[src/rtl/ahb_rr_arbiter.sv]
// Round-robin AHB arbiter: grant, address/data owner, burst and lock tracking.
// Optional split masking is compiled in with `define AHB_ARB_SPLIT_EN.
module ahb_rr_arbiter #(
  parameter int MAS_NUMBER     = 16,
  parameter int DEFAULT_MASTER = 0,
  parameter int MID_WIDTH      = $clog2(MAS_NUMBER)
) (
  input  logic                  hclk,
  input  logic                  hreset,
  input  logic [MAS_NUMBER-1:0] hbusreq,
  input  logic [MAS_NUMBER-1:0] hlock,
  input  logic [1:0]            htrans,
  input  logic [2:0]            hburst,
  input  logic                  hready,
  input  logic [1:0]            hresp,
  input  logic [MAS_NUMBER-1:0] hsplit,
  output logic [MAS_NUMBER-1:0] hgrant,
  output logic [MID_WIDTH-1:0]  hmaster,
  output logic [MID_WIDTH-1:0]  hmaster_data,
  output logic                  hmastlock
);

  localparam logic [1:0] T_IDLE   = 2'd0;
  localparam logic [1:0] T_NONSEQ = 2'd2;
  localparam logic [1:0] T_SEQ    = 2'd3;
  localparam logic [1:0] R_OKAY   = 2'd0;
  localparam logic [1:0] R_SPLIT  = 2'd3;

  localparam logic [MID_WIDTH-1:0] DEF_IDX =
    MID_WIDTH'(DEFAULT_MASTER);
  localparam logic [MAS_NUMBER-1:0] ONE = MAS_NUMBER'(1);

  logic [MID_WIDTH-1:0]  gnt_idx;
  logic [MID_WIDTH-1:0]  rr_ptr;
  logic [MID_WIDTH-1:0]  winner;
  logic [MAS_NUMBER-1:0] split_mask;
  logic [MAS_NUMBER-1:0] cand;
  logic [4:0]            cnt;
  logic [4:0]            cnt_nxt;
  logic [4:0]            burst_len;
  logic                  lock_hold;
  logic                  rearb_ok;

  assign cand      = hbusreq & ~split_mask;
  assign lock_hold = hlock[gnt_idx] & hbusreq[gnt_idx];
  assign rearb_ok  = !lock_hold &&
                     ((cnt == 5'd0) ||
                      (cnt == 5'd1 && hready && htrans == T_SEQ));

  // Round-robin search starting just after the last winner.
  always_comb begin
    int k;
    logic [MID_WIDTH-1:0] kk;
    logic found;
    winner = DEF_IDX;
    found  = 1'b0;
    k      = 0;
    kk     = '0;
    for (int i = 1; i <= MAS_NUMBER; i++) begin
      k  = (int'(rr_ptr) + i) % MAS_NUMBER;
      kk = MID_WIDTH'(k);
      if (!found && cand[kk]) begin
        winner = kk;
        found  = 1'b1;
      end
    end
  end

  // Remaining beats minus one for a fixed-length burst.
  always_comb begin
    burst_len = 5'd0;
    unique case (hburst)
      3'd2, 3'd3: burst_len = 5'd3;
      3'd4, 3'd5: burst_len = 5'd7;
      3'd6, 3'd7: burst_len = 5'd15;
      default:    burst_len = 5'd0;
    endcase
  end

  // Beat counter; an error-class response frees the bus early.
  always_comb begin
    cnt_nxt = cnt;
    if (hready) begin
      unique case (htrans)
        T_NONSEQ: cnt_nxt = burst_len;
        T_SEQ:    if (cnt != 5'd0) cnt_nxt = cnt - 5'd1;
        T_IDLE:   cnt_nxt = 5'd0;
        default:  cnt_nxt = cnt;
      endcase
    end else if (hresp != R_OKAY) begin
      cnt_nxt = 5'd0;
    end
  end

  // Grant, ownership and burst tracking registers.
  always_ff @(posedge hclk) begin
    if (hreset) begin
      hgrant       <= ONE << DEF_IDX;
      gnt_idx      <= DEF_IDX;
      rr_ptr       <= DEF_IDX;
      hmaster      <= DEF_IDX;
      hmaster_data <= DEF_IDX;
      hmastlock    <= 1'b0;
      cnt          <= 5'd0;
    end else begin
      if (rearb_ok) begin
        hgrant  <= ONE << winner;
        gnt_idx <= winner;
        rr_ptr  <= winner;
      end
      if (hready) begin
        hmaster      <= gnt_idx;
        hmastlock    <= hlock[gnt_idx];
        hmaster_data <= hmaster;
      end
      cnt <= cnt_nxt;
    end
  end

`ifdef AHB_ARB_SPLIT_EN
  logic [MAS_NUMBER-1:0] split_set;

  // Park the data-phase owner on its first SPLIT cycle.
  always_comb begin
    split_set = '0;
    if (hresp == R_SPLIT && !hready)
      split_set[hmaster_data] = 1'b1;
  end

  // Release from hsplit takes precedence over a new park.
  always_ff @(posedge hclk) begin
    if (hreset)
      split_mask <= '0;
    else
      split_mask <= (split_mask | split_set) & ~hsplit;
  end
`else
  logic unused_split;

  assign split_mask   = '0;
  assign unused_split = ^hsplit;
`endif

endmodule
[config.mk]
export PLATFORM = sky130hd
export DESIGN_NAME = ahb_rr_arbiter
export DESIGN_NICKNAME = d
export VERILOG_FILES = /design/src/rtl/ahb_rr_arbiter.sv
export SDC_FILE = /design/constraint.sdc
export NUM_CORES = 1
export LEC_CHECK = 0
export ABC_AREA = 1
export CORE_ASPECT_RATIO = 2
export CORE_MARGIN = 3
export CORE_UTILIZATION = 46
export DETAILED_ROUTE_END_ITERATION = 6
export PLACE_DENSITY = 0.8
export SETUP_SLACK_MARGIN = 0.3
export SKIP_CTS_REPAIR_TIMING = 1
export SYNTH_ARGS = -nofsm -noshare
export SYNTH_HDL_FRONTEND = slang
export SYNTH_SLANG_ARGS = --single-unit
[constraint.sdc]
create_clock -name hclk -period 3.7 [get_ports hclk]
set_input_delay 0.74 -clock hclk [delete_from_list [all_inputs] [get_ports hclk]]
set_output_delay 0.74 -clock hclk [all_outputs]
set_load 0.03 [all_outputs]
* Yosys cells after proc, flatten, opt, wreduce, memory -nomap -nowiden
Cells that the tools add are included.
Storage, ports and cells: register bits after elaboration 34, latch bits 0, memory bits (writable) 0, ROM bits 0, input port bits 58, output and inout bits 25, logic and storage cells 169, memories 0
Cells by class: add/sub/neg operators 17, $mul 0, divide/modulo/power cells 0, order comparisons 17, equal/unequal tests 11, shift-type cells 1, mux-type cells 72, bitwise operators 1, reductions and logical operators 44
Operator list (number):
- 4-bit by 5-bit < comparator with 1-bit output (second input constant) | 17
- 1-bit binary-select mux with 4-bit select | 18
- 4-bit two-way mux | 16
- 1-bit two-way mux | 33
- 4-bit adder (second input constant) | 8
- 1-bit logical AND | 18
- 4-bit by 3-bit adder with 4-bit output (second input constant) | 4
- 1-bit zero test | 16
- 1-bit by 4-bit << shifter with 16-bit output (first input constant) | 1
- 5-bit two-way mux | 3
- 5-bit case mux with 3 select lines | 1
- 3-bit equality test (second input constant) | 4
- 4-bit case mux with 3 select lines | 1
- 4-bit by 1-bit adder with 4-bit output (second input constant) | 2
- 4-bit by 2-bit adder with 4-bit output (second input constant) | 2
- 3-bit by 2-bit equality test with 1-bit output (second input constant) | 2
- 2-bit OR reduction | 3
- 5-bit by 1-bit equality test with 1-bit output (second input constant) | 1
- 5-bit zero test | 1
- 5-bit nonzero test | 1
- 5-bit by 1-bit subtractor with 5-bit output (second input constant) | 1
- 2-bit equality test (second input constant) | 2
- 4-bit by 1-bit inequality test with 1-bit output (second input constant) | 1
- 2-bit nonzero test | 2
- 5 further kinds | 5

* Longest topological paths before layout
depth in word-level cells 50, mapped depth 29, mapped depth without buffers 27

* Worst setup path before layout
No wires, ideal clock.
path type reg-to-reg, from register rr_ptr[1], to register hgrant[1], setup time 0.128 ns, arrival time 3.702 ns, data required time 3.572 ns, slack -0.129 ns, stages on the path, launching flop included 24, buffers on the path 3, clock period less this slack 3.829 ns, cells stage by stage dfxtp_1 -> buf_2 -> clkinv_1 -> clkbuf_1 -> ha_1 -> inv_1 -> buf_2 -> nand3_1 -> nand3_1 -> nand2_1 -> o21ai_1 -> nand4_4 -> nor2_8 -> nand4_4 -> nor2_4 -> nand2_1 -> nor2_4 -> nand4_1 -> nor2_2 -> nand2_1 -> nand3_1 -> nor2_1 -> nor2_1 -> nor2_1
Between the ends: longest elaborated chain between the ends 50, elaborated cells between the ends (all ways) 117, those cells by class add/sub: 16; shift: 1; mux: 67; bitwise: 1; reduce/logical: 32
Ends and longest elaborated chain:
- from (decl) | line 34 | logic [MID_WIDTH-1:0] rr_ptr;
- from (signal assigned) | line 109 | rr_ptr <= winner;
- 4-bit by 1-bit adder with 4-bit output | line 60 | k = (int'(rr_ptr) + i) % MAS_NUMBER;
- 1-bit binary-select mux with 4-bit select | line 62 | if (!found && cand[kk]) begin
- 1-bit two-way mux (implied by the code) | line 62
- 1-bit two-way mux | line 62
- 1-bit zero test | line 62
- 1-bit logical AND | line 62
- 1-bit two-way mux | line 62
- 1-bit zero test | line 62
- [... 34 more ...]
- 1-bit two-way mux | line 62
- 1-bit zero test | line 62
- 1-bit logical AND | line 62
- 1-bit two-way mux | line 62
- 1-bit zero test | line 62
- 1-bit logical AND | line 62
- 4-bit two-way mux | line 62
- 1-bit by 4-bit << shifter with 16-bit output | line 107 | hgrant <= ONE << winner;
- to (signal assigned) | line 98 | hgrant <= ONE << DEF_IDX;
- to (signal assigned) | line 107
- to (decl) | line 17 | output logic [MAS_NUMBER-1:0] hgrant,
Parallel ways exist; a longest one is shown, timed or not. The select of a mux whose other input is x is not followed. A chain may end at the register's enable or synchronous reset.

* Final worst setup path
from register rr_ptr[1], to register hgrant[15]
The elaborated chain is that of the path after synthesis.

==> impl_metrics.json <==
{
  "outcome": "completed",
  "instances_no_fill": 824,
  "cp.depth": 23,
  "routedWlPerCell_um": 17.0,
  "r2r_cells": 23,
  "finalSetupViolCount": 0,
  "drive_gt1_frac": 0.283,
  "syn_avg_cell_area_um2": 5.71,
  "yosysWarnings": 0,
  "cts_tree": "yes",
  "synthesis.area_mm2": 0.00356,
  "cap_violations": 0,
  "grt.total_usage": 0.294,
  "grt_max_degree": 27,
  "synth_edf_count": 0,
  "grt_overflow": 0,
  "fin_crit_sh": 0.989,
  "slew_headroom": 0.443,
  "max_freq_ghz": 0.273,
  "crit_family": "simple AND/OR/NAND/NOR gates",
  "grt_pass1_wl_um": 20100,
  "dpl.cell_count": 791,
  "ys_ff_latch": 34,
  "ant_nets": 0,
  "path_class": "flop to flop",
  "yosysUniqueCellTypes": 40,
  "crit_fanout": 6,
  "cp_data_required_time_ns": 3.90,
  "final_cell_mix": "nand2_1 (113), nand3_1 (70), nor2_1 (65), inv_1 (54), clkdlybuf4s50_1 (50)",
  "synth_cells": 624,
  "design_area_mm2": 0.00540,
  "seq_area_um2": 688,
  "fillerInstances": 574,
  "routabilityCongestion": 0.950,
  "cts.sinks": 34,
  "cts.root.buffer_cell": "clkbuf_16",
  "ys.flop_type": "dfxtp_1",
  "multi_input_area_mm2": 0.00302,
  "ctsHtreeMaxLevel": 2,
  "period_minus_slack_ns": 3.66,
  "core_mm2": 0.00738,
  "clkTransAtPathRegs_ns": 0.06,
  "first_iter_violations": 527,
  "rsz0062_at_grt": "yes",
  "drc": 0,
  "path_buf_inv": 3,
  "nNetsFinal": 803,
  "antenna_found_initial": 0,
  "synthesis.nets": 696,
  "finClkSkew_ns": 0.00518,
  "place_area_mm2": 0.00450,
  "placementRows": 44,
  "finalSetupTns_ns": 0,
  "hold_viol_final": 0,
  "cp_data_arrival_time_ns": 3.86,
  "cp_slowest_cell": "dfxtp_4",
  "die-area_mm2": 0.00890,
  "dieWidth_um": 68.2,
  "fin_util": 0.732,
  "ios": 83,
  "firstDrtPassIters": 5,
  "worstHoldPathCells": 2,
  "layout_commonest_cell": "nand2_1",
  "start_util": 0.483,
  "hpwlAfterDp_um": 9790,
  "slew_violations": 0,
  "syn_to_final_growth_pct": 51.7,
  "drt-total-wl_um": 14000,
  "cp-start-kind": "flop",
  "diodes": 0,
  "die_h_um": 130,
  "worst_pin_slew_ns": 0.833,
  "crit_chain": "buf_6 -> ha_4 -> inv_2 -> nand2_2 -> nand2_4 -> clkinvlp_4 -> nand3_2 -> nand2_2 -> nand2_2 -> nand2_4 -> nor2_4 -> nand4_4 -> nor2_8 -> nand4_4 -> nor3_4 -> nand3_2 -> nor2_4 -> nand4_1 -> nand3_2 -> nand2_2 -> nor2_2 -> nand3_1 -> a21oi_2",
  "seq_area_frac_synth": 0.191,
  "grt_pass1_vias": 4419,
  "routed_via_density": 5.92,
  "cts-buffers-inserted": 5,
  "cpPeakStageDelay_ns": 0.38,
  "end_kind": "flop",
  "clkLatencyLatePin_ns": 0.28,
  "port_buffers": 65,
  "num_vias": 4877,
  "hp-class": "flop to flop",
  "crit_top_cell": "nand2_2",
  "cts_max_path_buffers": 2,
  "ys_async_sr_fraction": 0
}
## sequential cells by signal, summed over array words and instances (netlist names)
name / cells
rr_ptr: 4
hgrant: 16
cnt: 5
hmastlock: 1
hmaster_data: 4
hmaster: 4
## worst min-delay path: cells and delay by family, from the launching register on
kind             cells  cell delay, ns
flip-flops           1            0.31
AND/OR/NAND/NOR      1            0.06
AO/OA/AOI/OAI        1            0.05
## cell families (layout without fill, tap and decap cells)
logic type,Yosys count,after routing,share of synthesized area
and+or+nand+nor,399,399,0.520
buffers and inverters,90,198,0.101
xor gates and xnor gates,7,7,0.0172
adders and majority gates,14,14,0.0492
AOI/OAI and AO/OA,80,80,0.122
DFF,34,34,0.191
## layer usage
layer | routed length, um | track usage | vias up
met2 | 7500 | 0.538 | 281
met1 | 4780 | 0.292 | 2232
li1 | - | - | 2293
met5 | 0 | 0 | -
met4 | 893 | 0.212 | 0
met3 | 857 | 0.0317 | 71
## final timing paths
path,end,slack (ns),start
max,hgrant[15],0.04,rr_ptr[1]
max reg2reg,hgrant[15],0.04,rr_ptr[1]
min,hgrant[9],0.47,hgrant[9]
min reg2reg,hgrant[9],0.47,hgrant[9]
## cells in the mapped netlist (6+ instances only)
master / count / area [um2]
nand2_1: 161 / 604
nand3_1: 108 / 541
nor2_1: 73 / 274
inv_1: 62 / 233
a21oi_1: 34 / 170
dfxtp_1: 34 / 681
o21ai_0: 27 / 135
nand4_1: 24 / 150
ha_1: 14 / 175
clkbuf_1: 10 / 37.5
buf_2: 8 / 40.0
nand2_2: 6 / 37.5
nor3_1: 6 / 30.0
## cell type report
cell class                 count  area share
timing repair inverter         1     0.00139
tap                           92      0.0213
sequential                    34       0.127
inverter                      70      0.0521
multi-input combinational    500       0.559
timing repair buffer         119       0.211
clock inverter                 2     0.00232
clock buffer                   6      0.0257
## stage by stage
stage,setup slack [ns],hold slack (ns)
final,0.0392,0.466
after global placement,-0.0159,0.456
after detailed placement,-0.125,0.458
after global routing,-0.0849,0.484
after CTS,-0.0252,0.467
after floorplan,0.310,0.483
Power is not shown: default switching activity piles up to over one toggle a cycle in this logic, so the estimate is an artifact.
